File: src/rtl/nibbler_control.sv
// nibbler_control: central sequencer for the 4-bit NibblER CPU.
// Runs IDLE -> FETCH -> EXEC. FETCH pulses fetch_en. EXEC decodes the latched
// opcode into one-cycle strobes and counts the retired instruction.
// Optional feature macro: NIBBLER_SINGLE_STEP_EN adds a step input and a HOLD
// state after every EXEC; a rising edge on step releases one instruction.
// Strobe handshake: every strobe is a single-cycle, level-valid pulse with no
// ready/acknowledge. Downstream registers act on it at the next rising clk edge.
module nibbler_control #(
  parameter int CNT_W = 8
) (
  input  logic             clk,
  input  logic             reset,
  input  logic [3:0]       instruction,
  input  logic             carry,
  input  logic             zero,
`ifdef NIBBLER_SINGLE_STEP_EN
  input  logic             step,
`endif
  input  logic             halt,
  output logic             phase,
  output logic             fetch_en,
  output logic             pc_inc,
  output logic             pc_load,
  output logic             a_load,
  output logic             flags_load,
  output logic [1:0]       alu_sel,
  output logic [1:0]       bus_src,
  output logic             mem_we,
  output logic             out_load,
  output logic [CNT_W-1:0] retired
);

`ifdef NIBBLER_SINGLE_STEP_EN
  typedef enum logic [1:0] {IDLE, FETCH, EXEC, HOLD} state_t;
`else
  typedef enum logic [1:0] {IDLE, FETCH, EXEC} state_t;
`endif

  state_t state, state_next;

`ifdef NIBBLER_SINGLE_STEP_EN
  logic step_q;
  logic step_edge;

  // Remember the previous value of step so that only a 0->1 transition counts.
  always_ff @(posedge clk or negedge reset) begin
    if (!reset) step_q <= 1'b0;
    else        step_q <= step;
  end

  assign step_edge = step & ~step_q;
`endif

  // State register. Reset aborts any instruction in progress.
  always_ff @(posedge clk or negedge reset) begin
    if (!reset) state <= IDLE;
    else        state <= state_next;
  end

  // Retired-instruction counter. It steps on the edge that leaves EXEC and
  // wraps silently.
  always_ff @(posedge clk or negedge reset) begin
    if (!reset)               retired <= '0;
    else if (state == EXEC)   retired <= retired + 1'b1;
  end

  // Next-state logic. halt only matters where an instruction has not started.
  always_comb begin
    state_next = state;
    case (state)
      IDLE:  state_next = halt ? IDLE : FETCH;
      FETCH: state_next = EXEC;
`ifdef NIBBLER_SINGLE_STEP_EN
      EXEC:  state_next = halt ? IDLE : HOLD;
      HOLD: begin
        if (halt)           state_next = IDLE;
        else if (step_edge) state_next = FETCH;
        else                state_next = HOLD;
      end
`else
      EXEC:  state_next = halt ? IDLE : FETCH;
`endif
      default: state_next = IDLE;
    endcase
  end

  // Output decode. Outside EXEC only fetch_en can be high (during FETCH).
  always_comb begin
    logic jump;
    phase      = 1'b0;
    fetch_en   = 1'b0;
    pc_inc     = 1'b0;
    pc_load    = 1'b0;
    a_load     = 1'b0;
    flags_load = 1'b0;
    alu_sel    = 2'b00;
    bus_src    = 2'b00;
    mem_we     = 1'b0;
    out_load   = 1'b0;
    jump       = 1'b0;
    if (state == FETCH) begin
      fetch_en = 1'b1;
    end else if (state == EXEC) begin
      phase = 1'b1;
      case (instruction)
        4'h0: jump = carry;
        4'h1: jump = ~carry;
        4'h2: begin flags_load = 1'b1; alu_sel = 2'b11; end
        4'h3: begin flags_load = 1'b1; alu_sel = 2'b11; bus_src = 2'b01; end
        4'h4: a_load = 1'b1;
        4'h5: begin a_load = 1'b1; bus_src = 2'b10; end
        4'h6: begin a_load = 1'b1; bus_src = 2'b01; end
        4'h7: mem_we = 1'b1;
        4'h8: jump = zero;
        4'h9: jump = ~zero;
        4'hA: begin a_load = 1'b1; flags_load = 1'b1; alu_sel = 2'b01; end
        4'hB: begin a_load = 1'b1; flags_load = 1'b1; alu_sel = 2'b01; bus_src = 2'b01; end
        4'hC: jump = 1'b1;
        4'hD: out_load = 1'b1;
        4'hE: begin a_load = 1'b1; flags_load = 1'b1; alu_sel = 2'b10; end
        default: begin a_load = 1'b1; flags_load = 1'b1; alu_sel = 2'b10; bus_src = 2'b01; end
      endcase
      pc_load = jump;
      pc_inc  = ~jump;
    end
  end

endmodule

File: config.mk
export PLATFORM = sky130hd
export DESIGN_NAME = nibbler_control
export DESIGN_NICKNAME = d
export VERILOG_FILES = /design/src/rtl/nibbler_control.sv
export SDC_FILE = /design/constraint.sdc
export NUM_CORES = 1
export LEC_CHECK = 0
export BUFFER_PORTS_ARGS = -buffer_cell sky130_fd_sc_hd__buf_4
export CORE_MARGIN = 3
export CORE_UTILIZATION = 35
export DETAILED_ROUTE_END_ITERATION = 10
export GPL_TIMING_DRIVEN = 1
export PLACE_DENSITY_LB_ADDON = 0.3
export SYNTH_ARGS = -nofsm -noshare
export SYNTH_HDL_FRONTEND = slang
export SYNTH_SLANG_ARGS = --single-unit
File: constraint.sdc
create_clock -name clk -period 1.05 [get_ports clk]
set_input_delay 0.105 -clock clk [delete_from_list [all_inputs] [get_ports clk]]
set_output_delay 0.105 -clock clk [all_outputs]
set_load 0.1 [all_outputs]
==> flow_summary.toml, run 1 <==
[status]
lastStage = "global routing (5_1_grt)"
status = "stopped before the end"
first-error = "[ERROR DPL-0038] Utilization greater than 100%, impossible to legalize"

[placed_design]
numPortBuffers = 28
gp_congestion = 0.7338
preCtsSetupSlack_ns = -0.3198
hpwl_um = 1297
placed_cells = 119

[synth]
yosys_warnings = 0
seq_area_frac_synth_pct = 44.35
synth_simple_gate_area_share_pct = 34.59
synth_top_family_by_area = "simple AND/OR/NAND/NOR gates"
synth_nets = 71
synth_xor_area_share_pct = 12.42
muxShareOfSynthArea_pct = 0
syn_area_um2 = 564.3
syn_inst = 61
synth.avg_cell_area_um2 = 9.251
synth.distinct_cells = 26
synth-compound-area-share_pct = 2.882
yosys_register_bits = 10
synthAdderAreaFrac_pct = 2.217

[floorplanning]
initial_core_util_pct = 40.34
die_h_um = 46.15
ios = 29
row_count = 13
fp.dieW_um = 46.15

[clocking]
clock-root-buffer = "clkbuf_4"
cts_sinks = 10
cts_max_path_buffers = 2
cts_buffers = 3
htree_levels = 1

[global_routing]
grt_max_degree = 11

[sta]
worst_endpoint_kind = "primary output"
crit_endpoint = "mem_we"
-- kinds of logic after synthesis --
kind of cell,Yosys count
simple gates,36
flops,10
xor+xnor,8
compound gates,3
buf+inv,3
fa+ha+maj,1
-- metrics by stage --
step                cell area (um2)  utilization (%)  setup TNS, ns
floorplan                     683.2                -         -11.54
global placement               1017            72.72         -3.004
detailed placement             1017            72.72         -3.262
CTS                            1339            95.71         -5.851
-- timing repair --
action | in CTS
pin swaps | 4
endpoints found under the hold margin | 11
gates cloned | 0
hold buffers | 2
endpoints found under the setup margin | 25
setup buffers | 6
gates resized for setup | 56
-- cell usage after synthesis --
library cell | number | area share [%]
or3_1 | 1 | 1.1
nand4_1 | 2 | 2.2
nand2b_4 | 1 | 2.4
xor2_1 | 1 | 1.6
nand2b_1 | 1 | 1.1
a21oi_1 | 1 | 0.89
inv_1 | 1 | 0.66
nor3_1 | 3 | 2.7
nand2_1 | 9 | 6.0
nand3b_1 | 1 | 1.3
and2_1 | 1 | 1.1
nor2b_1 | 1 | 1.1
and3_1 | 1 | 1.1
xnor2_1 | 7 | 11
a31oi_1 | 1 | 1.1
ha_1 | 1 | 2.2
nand4b_1 | 1 | 1.6
buf_2 | 1 | 0.89
and2b_2 | 2 | 3.1
o21ai_0 | 1 | 0.89
buf_6 | 1 | 2.0
dfrtp_1 | 10 | 44
nor4_1 | 1 | 1.1
or2_2 | 1 | 1.1
nor2_1 | 6 | 4.0
nand3_1 | 4 | 3.5
==> run 2, diff against run 1 <==
CORE_AREA = 3 3 64 66   (was not set)
CORE_MARGIN = not set   (was 3)
CORE_UTILIZATION = not set   (was 35)
DIE_AREA = 0 0 67 69   (was not set)
PLACE_DENSITY_LB_ADDON = 0.15   (was 0.3)
clock period = 1.4 ns   (was 1.05 ns; I/O delays follow)
==> flow_summary.toml, run 2 <==
[synth]
synth_top_area_cell = "dfrtp_1"
synth_ff_type = "dfrtp_1"
ys_async_sr_fraction_pct = 100.0
synth.avg_cell_area_um2 = 9.251
synth_edf_count = 0
seq_area_frac_synth_pct = 44.35
yosys_warnings = 0
syn_area_um2 = 564.3
synth.distinct_cells = 26
yosysTopAreaCellShare_pct = 44.35
yosys_register_bits = 10
ys_top_cells_by_count = "dfrtp_1 (10), nand2_1 (9), xnor2_1 (7), nor2_1 (6), nand3_1 (4)"
synth.area.top_cells = "dfrtp_1 (44%), xnor2_1 (11%), nand2_1 (6.0%)"
yosysMostFrequentCell = "dfrtp_1"
syn_inst = 61
synth_nets = 71

[route]
final_antenna_net_count = 0
wl_per_cell_um = 11.36
post-route-drc-count = 0
vias_per_cell = 4.000
wirelength_um = 1749
drtPass1Iterations = 4
drtIter0Drc = 19
vias = 616

[pwr]
intPower_w = 0.0008901
p_sw_share_pct = 50.83
peakVddDrop_v = 0.0003899
power.share.combinational_pct = 53.6
pwr-share-clk_pct = 20.0
pwr-share-seq_pct = 26.4
p_sw_w = 0.0009201
leakagePower_nw = 0.5367
power.density_nw_per_um2 = 1447

[setup_path]
r2r_slack_ns = 0.13
arrival_ns = 1.39
cpMostUsedCell = "buf_12"
cp.required_ns = 1.26
crit_chain = "nand2b_4 > clkinvlp_4 > nand2_4 > buf_12 > nor2_4 > buf_12"
rr_startpoint = "state[0]"
cp_num_buf_inv = 3
crit_slowest_cell = "dfrtp_1"
endpoint_kind = "primary output"
worst-r2r-cell-count = 5
critPathTopFamily = "buffers and inverters"
critPathKind = "flop to primary output"
critPathMaxFanout = 4
max_stage_delay_ns = 0.37
reg2reg_to = "retired[3]"
cp-start-kind = "flop"

[min_path]
min_path_cells = 2
min_to = "state[0]"
hold_start = "halt"
min_path_type = "input pin to flop"

[clocking]
cts_buffers = 3
htree_levels = 1
cts_max_path_buffers = 2
cts.clk_slew.worst_paths_ns = 0.05
clock-root-buffer = "clkbuf_8"
insertion_delay_ns = 0.24
cts_sinks = 10
cts_tree = "done"

[floorplanning]
row_count = 22
core_area_um2 = 3633
initial_core_util_pct = 15.53
dieArea_um2 = 4623
die_h_um = 69
fp.dieW_um = 67
ios = 29

[layout]
drive_gt1_share_pct = 67.92
final_area_um2 = 1251
final_common_cell = "buf_4"
utilization_pct = 34.44
top_register = "retired"
layout.cells.non_filler = 154
nets = 117
largest_reg_flops = 8
final_cell_mix = "buf_4 (30), buf_12 (10), nand2_1 (8)"
diodes = 0
syn2layout_area_growth_pct = 121.7
top_regs = "retired (8), state (2)"

[sta]
min_period_over_period_pct = 109.1
holdWs_ns = 0.04083
fin_setup_tns_ns = -0.7521
setup_viol = 9
fin_ws_ns = -0.1275
timing.clock.skew_ns = 0.004721
hold_violations = 0
fmax_ghz = 0.6546
fin_crit_ns = 1.528
rsz0062_at_grt = "true"
worst_pin_slew_ns = 0.2599
drv_slew = 0
maxSlewHeadroom_pct = 82.55

[placed_design]
hpwl_um = 1274
place_area_um2 = 1013
gp_congestion = 0.6649
numPortBuffers = 28
placed_cells = 145

[global_routing]
grt_max_degree = 11
grt_first_pass_wirelength_um = 2815
antenna_found_initial = 0
grt-ovfl-total = 0
grt_usage_pct = 7.647
grt_pass1_vias = 663

[run]
cap_violations = 0

[status]
violations = "negative setup slack"
status = "complete, but fails checks"
run 2: through the flow:
stage / power (W) / setup slack (ns)
finish: 0.001810 / -0.1275
global route: 0.001886 / -0.1929
CTS: 0.001818 / -0.1582
detailed placement: 0.001407 / -0.02625
global placement: 0.001402 / -0.02690
floorplan: 0.001182 / -0.7856
run 2: how the worst max path moves through the flow:
stage | start | end | slack (ns) | cells past startpoint
after global routing | state[0] | flags_load | -0.19 | 6
after detailed placement | instruction[3] | pc_load | -0.03 | 6
final | state[0] | flags_load | -0.13 | 6
after floorplan | state[0] | mem_we | -0.79 | 5
after CTS | state[0] | alu_sel[0] | -0.16 | 6
after global placement | instruction[3] | pc_load | -0.03 | 6
run 2: repair_timing:
item,4_1_cts,5_1_grt
gates resized for setup,30,4
pin swaps,3,1
endpoints found under the hold margin,10,0
buffers inserted,1,4
hold buffers,1,0
cloned,0,0
setup endpoints to repair,11,11
run 2: kinds of logic (layout without fill, tap and decap cells):
logic type / after synthesis / after routing / share of synthesized area, %
compound gates: 3 / 3 / 2.881
xor+xnor: 8 / 8 / 12.42
fa+ha+maj: 1 / 1 / 2.217
buf+inv: 3 / 48 / 3.546
flops: 10 / 10 / 44.35
simple gates: 36 / 36 / 34.59
run 2: metal layers:
metal  GRT usage (%)  share of wire (%)  routed length [um]
met2           12.55                 48                 839
met5               0                  0                   0
met1           8.549                 40                 702
met3           2.932                 10                 182
met4           3.378                1.4                  25
run 2: area by class of cell:
type,instances,area (um2)
Inverter,1,7.507
Fill cell,378,2382
Clock buffer,4,55.05
Multi-Input combinational cell,48,404.1
Timing Repair Buffer,43,457.9
Sequential cell,10,266.5
Tap cell,48,60.06
run 2: power groups by stage:
stage	clock network (W)	logic, W	registers [W]
2_1_floorplan	0	0.000240	0.000942
3_3_place_gp	0	0.000916	0.000485
3_5_place_dp	0	0.000923	0.000484
4_1_cts	0.000374	0.000964	0.000480
5_1_grt	0.000389	0.00101	0.000491
6_report	0.000362	0.000970	0.000479
Power figures use the tool's default switching activity.
==> run 3, diff against run 2 <==
BUFFER_PORTS_ARGS = -buffer_cell sky130_fd_sc_hd__clkbuf_2   (was -buffer_cell sky130_fd_sc_hd__buf_4)
==> flow_summary.toml, run 3 (synthesized netlist as in run 2, its figures left out) <==
[status]
status = "complete, but fails checks"
violations = "negative setup slack"

[run]
cap_violations = 0

[floorplanning]
initial_core_util_pct = 15.53
die_h_um = 69
core_area_um2 = 3633
ios = 29
row_count = 22
dieArea_um2 = 4623
fp.dieW_um = 67

[setup_path]
endpoint_kind = "primary output"
cp.required_ns = 1.26
critPathKind = "flop to primary output"
cp-start-kind = "flop"
critPathMaxFanout = 5
worstSetupStartpoint = "state[0]"
rr_startpoint = "state[0]"
arrival_ns = 1.36

[pwr]
leakagePower_nw = 0.5086
power.density_nw_per_um2 = 1415
peakVddDrop_v = 0.0005243
power.total_w = 0.001734

[global_routing]
gr-usage-met3_pct = 2.932
grt_usage_pct = 7.300
grt_pass1_vias = 614
grtUsageMet2_pct = 10.81
grtUsageMet1_pct = 8.791
grt_max_degree = 11
grt_first_pass_wirelength_um = 2615
grt-ovfl-total = 0
antenna_found_initial = 0
grt-busiest-layer = "met2"

[route]
wirelength_um = 1545
drtIter0Drc = 18
drtPass1Iterations = 2
final_antenna_net_count = 0
vias = 574
wl_per_cell_um = 10.30
vias_per_cell = 3.827
post-route-drc-count = 0

[layout]
largest_reg_flops = 8
top_register = "retired"
nets = 113
multi_input_area_um2 = 417.9
drive_gt1_share_pct = 65.69
final_cell_mix = "buf_12 (13), buf_4 (13), clkbuf_2 (12)"
top_regs = "retired (8), state (2)"
final_area_um2 = 1225
syn2layout_area_growth_pct = 117.1
layout.cells.non_filler = 150
regArea_um2 = 266.5
n_fill_cell = 393
diodes = 0

[clocking]
insertion_delay_ns = 0.23
cts_sinks = 10
cts_tree = "done"
htree_levels = 1
cts.clk_slew.worst_paths_ns = 0.04
clock-root-buffer = "clkbuf_8"
cts_max_path_buffers = 2
cts_buffers = 3

[sta]
maxSlewHeadroom_pct = 64.04
rsz0062_at_grt = "true"
drv_slew = 0
fmax_ghz = 0.6684
holdWs_ns = 0.05002
fin_crit_ns = 1.496
setup_viol = 8
hold_violations = 0
timing.clock.skew_ns = 0.003667
worst_pin_slew_ns = 0.5417
min_period_over_period_pct = 106.9
fin_ws_ns = -0.09601

[placed_design]
gp_congestion = 0.7058
hpwl_um = 1241
numPortBuffers = 28
placed_cells = 140
place_area_um2 = 1096

[min_path]
hold_start = "halt"
min_path_type = "input pin to flop"
==> run 3: worst max-delay path, stage by stage, from the launching register on <==
cell and delay [ns]:
dfrtp_1 0.37, nand2b_4 0.17, clkinvlp_4 0.12, nand2_8 0.09
nor3_4 0.16, buf_12 0.20
==> run 3: repair_timing <==
item,in CTS,in global routing
hold buffers,1,0
setup endpoints to repair,10,11
endpoints found under the hold margin,10,0
pin swaps,3,2
cloned,0,0
setup buffers,4,1
gates resized for setup,5,1
==> run 3: routing by layer <==
layer	wire length (um)	vias up
met5	0	-
met4	36	0
met3	164	4
met2	666	28
met1	679	253
li1	-	289
==> run 3: metrics by stage <==
step | setup TNS [ns] | setup slack, ns | utilization, %
finish | -0.3722 | -0.09601 | 33.71
CTS | -0.6183 | -0.1185 | 33.33
global placement | 0 | 0.04591 | 30.17
global route | -0.7728 | -0.1445 | 33.71
detailed placement | 0 | 0.04967 | 30.17
floorplan | -5.638 | -0.7856 | -
==> run 3: final timing paths <==
path | to | slack [ns] | depth (start not counted)
setup / recovery | alu_sel[1] | -0.1 | 5
hold / removal | state[0] | 0.05 | 2
setup reg to reg | retired[7] | 0.11 | 5
hold reg to reg | retired[5] | 0.47 | 1
max in group asynchronous | retired[0] | 0.86 | 2
min in group asynchronous | retired[1] | 0.31 | 2
==> run 3: final cells by class <==
class / count / share of cell area [%]
clock buffer: 4 / 3.677
inverter: 1 / 0.6129
multi-input combinational: 48 / 34.12
sequential: 10 / 21.76
tap: 48 / 4.903
timing repair buffer: 39 / 34.93
==> run 3: power by group <==
| part | total (W) | internal (W) | switching, W | leakage (nW) |
|---|---|---|---|---|
| Sequential | 0.000477 | 0.000392 | 0.0000849 | 0.121 |
| Clock | 0.000300 | 0.000198 | 0.000102 | 0.0228 |
| Combinational | 0.000957 | 0.000241 | 0.000716 | 0.365 |
| Total | 0.00173 | 0.000831 | 0.000903 | 0.509 |
